File: src/rtl/ps2_kbd_pkg.sv
// ps2_kbd_pkg: PS/2 prefix bytes, pause sequence, decoder states and keymap entry field widths
package ps2_kbd_pkg;
  localparam logic [7:0] E0 = 8'hE0;
  localparam logic [7:0] F0 = 8'hF0;
  localparam logic [7:0] E1 = 8'hE1;
  localparam logic [7:0] BAT = 8'hAA;
  localparam logic [7:0] ERR0 = 8'h00;
  localparam logic [7:0] ERR1 = 8'hFF;
  localparam logic [7:0] PAUSE_SEQ [8] = '{8'hE1, 8'h14, 8'h77, 8'hE1, 8'hF0, 8'h14, 8'hF0, 8'h77};
  typedef enum logic [2:0] {IDLE, EXT, REL, EXT_REL, PAUSE} state_t;
  function automatic int row_w(input int rows);
    return rows > 1 ? $clog2(rows) : 1;
  endfunction
  function automatic int col_w(input int cols);
    return cols > 1 ? $clog2(cols) : 1;
  endfunction
  function automatic int map_w(input int rows, input int cols);
    return 1 + row_w(rows) + col_w(cols);
  endfunction
endpackage

File: src/rtl/ps2_keymap_ram.sv
// ps2_keymap_ram: 512 x W keymap (clk; we/waddr/wdata write; raddr in, rdata out next cycle, old data on collision)
module ps2_keymap_ram #(
  parameter int W = 8,
  parameter string INIT_FILE = ""
) (
  input  logic         clk,
  input  logic         we,
  input  logic [8:0]   waddr,
  input  logic [W-1:0] wdata,
  input  logic [8:0]   raddr,
  output logic [W-1:0] rdata
);
  logic [W-1:0] mem [512];
  always_ff @(posedge clk) begin
    if (we) mem[waddr] <= wdata;
    rdata <= mem[raddr];
  end
endmodule

File: src/rtl/ps2_matrix_kbd.sv
// ps2_matrix_kbd: PS/2 bytes (ps2_byte/valid/error) -> keymap -> active-low ROWSxCOLS matrix read as kd via row_sel; reset_key pulse on pause; map_we/addr/wdata load keymap
module ps2_matrix_kbd
  import ps2_kbd_pkg::*;
#(
  parameter int    ROWS        = 12,
  parameter int    COLS        = 7,
  parameter int    RESET_PULSE = 1000000,
  parameter int    TIMEOUT     = 2000000,
  parameter bit    READ_REG    = 1'b0,
  parameter string INIT_FILE   = "keymap.hex"
) (
  input  logic                         clk,
  input  logic                         reset_n,
  input  logic [7:0]                   ps2_byte,
  input  logic                         ps2_valid,
  input  logic                         ps2_error,
  input  logic [ROWS-1:0]              row_sel,
  output logic [COLS-1:0]              kd,
  output logic                         reset_key,
  input  logic                         map_we,
  input  logic [8:0]                   map_addr,
  input  logic [map_w(ROWS, COLS)-1:0] map_wdata
);
  localparam int RB = row_w(ROWS);
  localparam int CB = col_w(COLS);
  localparam int MW = 1 + RB + CB;
  localparam int TW = $clog2(TIMEOUT + 1);
  localparam int PW = $clog2(RESET_PULSE + 1);
  state_t state, state_n;
  logic [2:0] pidx, pidx_n;
  logic [TW-1:0] tcnt;
  logic [PW-1:0] pcnt;
  logic ev, ev_ext, ev_brk, fire, bad, hit;
  logic s2_v, s2_brk;
  logic [MW-1:0] ent;
  logic [RB-1:0] ent_row;
  logic [CB-1:0] ent_col;
  logic [ROWS-1:0][COLS-1:0] mat;
  logic [COLS-1:0] kd_c, kd_q;
  assign bad = ps2_error | (ps2_valid & (ps2_byte == ERR0 | ps2_byte == ERR1 | ps2_byte == BAT));
  always_comb begin
    state_n = state;
    pidx_n = pidx;
    ev = 1'b0;
    ev_ext = 1'b0;
    ev_brk = 1'b0;
    fire = 1'b0;
    if (bad) state_n = IDLE;
    else if (ps2_valid)
      case (state)
        IDLE: begin
          state_n = ps2_byte == E0 ? EXT : ps2_byte == F0 ? REL : ps2_byte == E1 ? PAUSE : IDLE;
          pidx_n = 3'd1;
          ev = ps2_byte != E0 && ps2_byte != F0 && ps2_byte != E1;
        end
        EXT: begin
          state_n = ps2_byte == F0 ? EXT_REL : IDLE;
          ev = ps2_byte != F0;
          ev_ext = 1'b1;
        end
        REL: begin
          state_n = IDLE;
          ev = 1'b1;
          ev_brk = 1'b1;
        end
        EXT_REL: begin
          state_n = IDLE;
          ev = 1'b1;
          ev_ext = 1'b1;
          ev_brk = 1'b1;
        end
        PAUSE: begin
          state_n = ps2_byte == PAUSE_SEQ[pidx] && pidx != 3'd7 ? PAUSE : IDLE;
          pidx_n = pidx + 3'd1;
          fire = ps2_byte == PAUSE_SEQ[pidx] && pidx == 3'd7;
        end
        default: state_n = IDLE;
      endcase
    else if (state != IDLE && tcnt == TW'(TIMEOUT - 1)) state_n = IDLE;
  end
  ps2_keymap_ram #(.W(MW), .INIT_FILE(INIT_FILE)) u_ram (
    .clk(clk),
    .we(map_we),
    .waddr(map_addr),
    .wdata(map_wdata),
    .raddr({ev_ext, ps2_byte}),
    .rdata(ent)
  );
  assign ent_row = ent[CB +: RB];
  assign ent_col = ent[CB-1:0];
  assign hit = s2_v & ent[MW-1] & (int'(ent_row) < ROWS) & (int'(ent_col) < COLS);
  always_ff @(posedge clk or negedge reset_n)
    if (!reset_n) begin
      state <= IDLE;
      pidx <= '0;
      tcnt <= '0;
      pcnt <= '0;
      s2_v <= 1'b0;
      s2_brk <= 1'b0;
      mat <= '1;
      kd_q <= '1;
    end else begin
      state <= state_n;
      pidx <= pidx_n;
      tcnt <= (ps2_valid || state_n == IDLE) ? '0 : tcnt + 1'b1;
      pcnt <= fire ? PW'(RESET_PULSE) : pcnt != '0 ? pcnt - 1'b1 : pcnt;
      s2_v <= ev;
      s2_brk <= ev_brk;
      if (bad) mat <= '1;
      else if (hit) mat[ent_row][ent_col] <= s2_brk;
      kd_q <= kd_c;
    end
  always_comb begin
    kd_c = '1;
    for (int r = 0; r < ROWS; r++) kd_c &= row_sel[r] ? '1 : mat[r];
  end
  assign kd = READ_REG ? kd_q : kd_c;
  assign reset_key = pcnt != '0;
endmodule

File: config.mk
export PLATFORM = sky130hd
export DESIGN_NAME = ps2_matrix_kbd
export DESIGN_NICKNAME = d
export VERILOG_FILES = /design/src/rtl/ps2_kbd_pkg.sv /design/src/rtl/ps2_keymap_ram.sv /design/src/rtl/ps2_matrix_kbd.sv
export SDC_FILE = /design/constraint.sdc
export NUM_CORES = 2
export LEC_CHECK = 0
export CORE_UTILIZATION = 40
export DETAILED_ROUTE_END_ITERATION = 16
export PLACE_DENSITY_LB_ADDON = 0.15
export SLEW_MARGIN = 20
export SYNTH_ARGS = -nofsm -noshare
export SYNTH_HDL_FRONTEND = slang
export SYNTH_SLANG_ARGS = --single-unit
File: constraint.sdc
create_clock -name clk -period 4.2 [get_ports clk]
set_clock_uncertainty 0.15 [all_clocks]
set_input_delay 0.42 -clock clk [delete_from_list [all_inputs] [get_ports clk]]
set_output_delay 0.42 -clock clk [all_outputs]
set_load 0.02 [all_outputs]
==> results_dict.tcl <==
set metrics [dict create \
    cts.sinks 4237 \
    clk_latency_ns 1.03 \
    synth_cell_types 63 \
    synth_cells 7848 \
    worst_setup_path_start_kind "flip-flop" \
    power.leakage_nw 61.9 \
    wl_mm 485 \
    switching_share 0.221 \
    via_per_inst 5.78 \
    hold_viol 0 \
    initial_core_util 0.402 \
    seq_power_share 0.517 \
    clk_pin_slew_ns 0.06 \
    synthFlopType "edfxtp_1" \
    maxCapViolCount 0 \
    worst_slack_ns 0.220 \
    finalSetupViolations 0 \
    fp.dieW_um 644 \
    cp-end-kind "primary output" \
    drt-wirelength-per-cell_um 32.8 \
    yosysSeqAreaShare 0.768 \
    internal_power_mw 70.0 \
    place_inst 13900 \
    grt_max_degree 124 \
    p_per_area_nw_per_um2 463 \
    p_clk_frac 0.428 \
    std_cell_rows 235 \
    yosys_warnings 0 \
    grt_pass1_wl_mm 683 \
    numPortBuffers 49 \
    cts_tree "built" \
    die_area_um2 415000 \
    required_ns 3.63 \
    syn_nets 7896 \
    combPwrFrac 0.054 \
    antenna_left 0 \
    final_nets 8978 \
    area_growth_syn_to_layout_pct 17.6 \
    grt_pass1_vias 86700 \
    path_class "reg2out" \
    overflow 0 \
    worstHoldPathType "in2reg" \
    core_um2 410000 \
    dpl_worst_slack_ns -0.145 \
    pin_count 50 \
    fmax_ghz 0.251 \
    maxSlewHeadroom 0.228 \
    place_congestion 0.829 \
    worstMarginPinSlew_ns 1.16 \
    avgSynthCellArea_um2 21.0 \
    grt_use_total 0.232 \
    layoutNonFillerInstCount 14800 \
    rsz0062_at_grt "false" \
    synth_area_um2 165000 \
    drtIter0Drc 9807 \
    fin_crit_sh 0.948 \
    synth-seq-cells 4237 \
    h-tree-depth 5 \
    drt_first_pass_iters 5 \
    vias 85300 \
    outcome "complete, no violations" \
    route.detailed.drc 0 \
    clk_path_buf_depth 4 \
    switchingPower_mw 19.8 \
    die_height_um 644 \
    fin_crit_ns 3.98 \
    synth-async-reset-ratio 0.0314 \
    synth_edf_count 4096 \
    antenna_found_initial 14 \
    drive_gt1_frac 0.317 \
    ir_drop_v 0.000401 \
    cp_max_fo 7 \
    dpl.hpwl_mm 308 \
    slew_violations 0 \
    cts_made_buffers 446 \
    root_buffer "clkbuf_16" \
    cp.arrival_ns 3.41 \
]
==> cell families after synthesis <==
kind of cell | after synthesis | synth area share
DFF | 4237 | 0.768
and+or+nand+nor | 1325 | 0.0344
muxes | 1220 | 0.160
AOI/OAI and AO/OA | 530 | 0.0217
buffers and inverters | 497 | 0.0144
xor gates and xnor gates | 33 | 0.00175
adders and majority gates | 6 | 0.000455
==> Yosys cell counts (all sizes together) (5+ instances only) <==
master  count  area (um^2)
edfxtp   4096       123000
mux4     1128        25400
nor2      637         2390
nand2     334         1250
buf       255         1460
clkbuf    223          837
nand3     179          896
a22oi     136         1020
a21oi      99          495
mux2i      88          881
o22ai      86          538
dfstp      84         2210
o21ai      70          350
dfrtp      49         1230
a32oi      47          412
nor3       35          180
a22o       26          228
a221oi     23          201
nand4      23          144
inv        19         71.3
nor4       19          119
xor2       17          149
xnor2      16          140
and3       15         93.8
nor2b      15         93.8
nand2b     12         75.1
or4        11         82.6
a31oi       9         56.3
dfxtp       8          160
nand3b      7         52.6
and2        6         37.5
ha          6         75.1
nor3b       6         45.0
or3         6         37.5
or3b        5         43.8
==> flip-flops by register name (all words and copies together), names as in the netlist <==
signal / flops
u_ram.rdata: 8
s2_brk: 1
s2_v: 1
pcnt: 20
u_ram.mem: 4096
pidx: 3
tcnt: 21
mat: 84
state: 3
==> final cells by class <==
type / count / area [um^2]
fillers: 33800 / 216000
flip-flops and latches: 4237 / 127000
multi-input cells: 3114 / 36300
clock buffers: 557 / 11700
repair buffers: 1112 / 9980
well taps: 5451 / 6820
clock inverters: 264 / 2440
inverters: 19 / 81.3
diodes: 8 / 20.0
==> power by group through the flow <==
stage          Sequential (mW)  Combinational, mW  Clock (mW)
2_1_floorplan             47.3               2.21           0
3_3_place_gp              47.3               4.85           0
3_5_place_dp              47.3               4.91           0
4_1_cts                   46.5               4.93        39.2
5_1_grt                   46.4               5.08        40.7
6_report                  46.5               4.87        38.5
==> cells in the final DEF (no fill, tap or decap), types with 29 or more instances in the layout <==
cell type,instances
edfxtp_1,4096
mux4_2,1128
buf_4,941
nor2_1,628
clkbuf_16,449
nand2_1,318
nand3_1,175
a22oi_1,136
clkinv_1,118
buf_12,114
a21oi_1,98
clkbuf_1,96
mux2i_1,88
o22ai_1,86
dfstp_2,84
clkinv_2,75
o21ai_0,69
dfrtp_1,48
a32oi_1,47
bufinv_16,34
clkdlybuf4s50_1,34
nor3_1,29
==> final timing paths <==
kind                                   to               from  cells past startpoint  slack, ns
max                             reset_key            pcnt[0]                      7       0.22
min                        u_ram.rdata[6]        ps2_byte[5]                      6       0.12
max reg2reg                u_ram.rdata[1]  u_ram.mem[447][1]                      8       0.97
min reg2reg                       tcnt[0]            tcnt[0]                      1       0.33
max in group asynchronous         mat[48]            reset_n                      3       2.87
min in group asynchronous         mat[49]            reset_n                      2       0.36
==> stage by stage <==
step | setup TNS (ns) | utilization | area [um^2] | hold slack (ns) | power, mW
3_5_place_dp | -0.371 | 0.438 | 180000 | 0.329 | 52.2
2_1_floorplan | 0 | - | 165000 | -0.0256 | 49.5
6_report | 0 | 0.473 | 194000 | 0.122 | 89.8
3_3_place_gp | -0.983 | 0.438 | 180000 | 0.321 | 52.2
4_1_cts | 0 | 0.473 | 194000 | 0.0271 | 90.6
5_1_grt | 0 | 0.473 | 194000 | 0.0898 | 92.2
==> metal layers <==
layer  wire length [um]  part of all wire  vias up  track usage
met5                  5          0.000010        -            0
met4              10900             0.023        2       0.0500
met3              31500             0.065      549       0.0306
met2             236000              0.49     3222        0.379
met1             207000              0.43    46700        0.334
li1                   -                 -    34800            -
==> what timing repair did <==
action                                 in CTS  in global routing
resized for setup                           1                  1
endpoints found under the hold margin     753                  0
setup endpoints to repair                   1                  1
buffers inserted                            0                  0
hold buffers                                9                  0
==> critical path, cell delays in order (launching register included) <==
cell,delay (ns)
dfrtp_1,0.38
inv_1,0.09
ha_1,0.17
or3b_2,0.47
nor3_2,0.26
and4_2,0.38
inv_2,0.09
clkdlybuf4s50_1,0.54
Power figures use the tool's default switching activity.
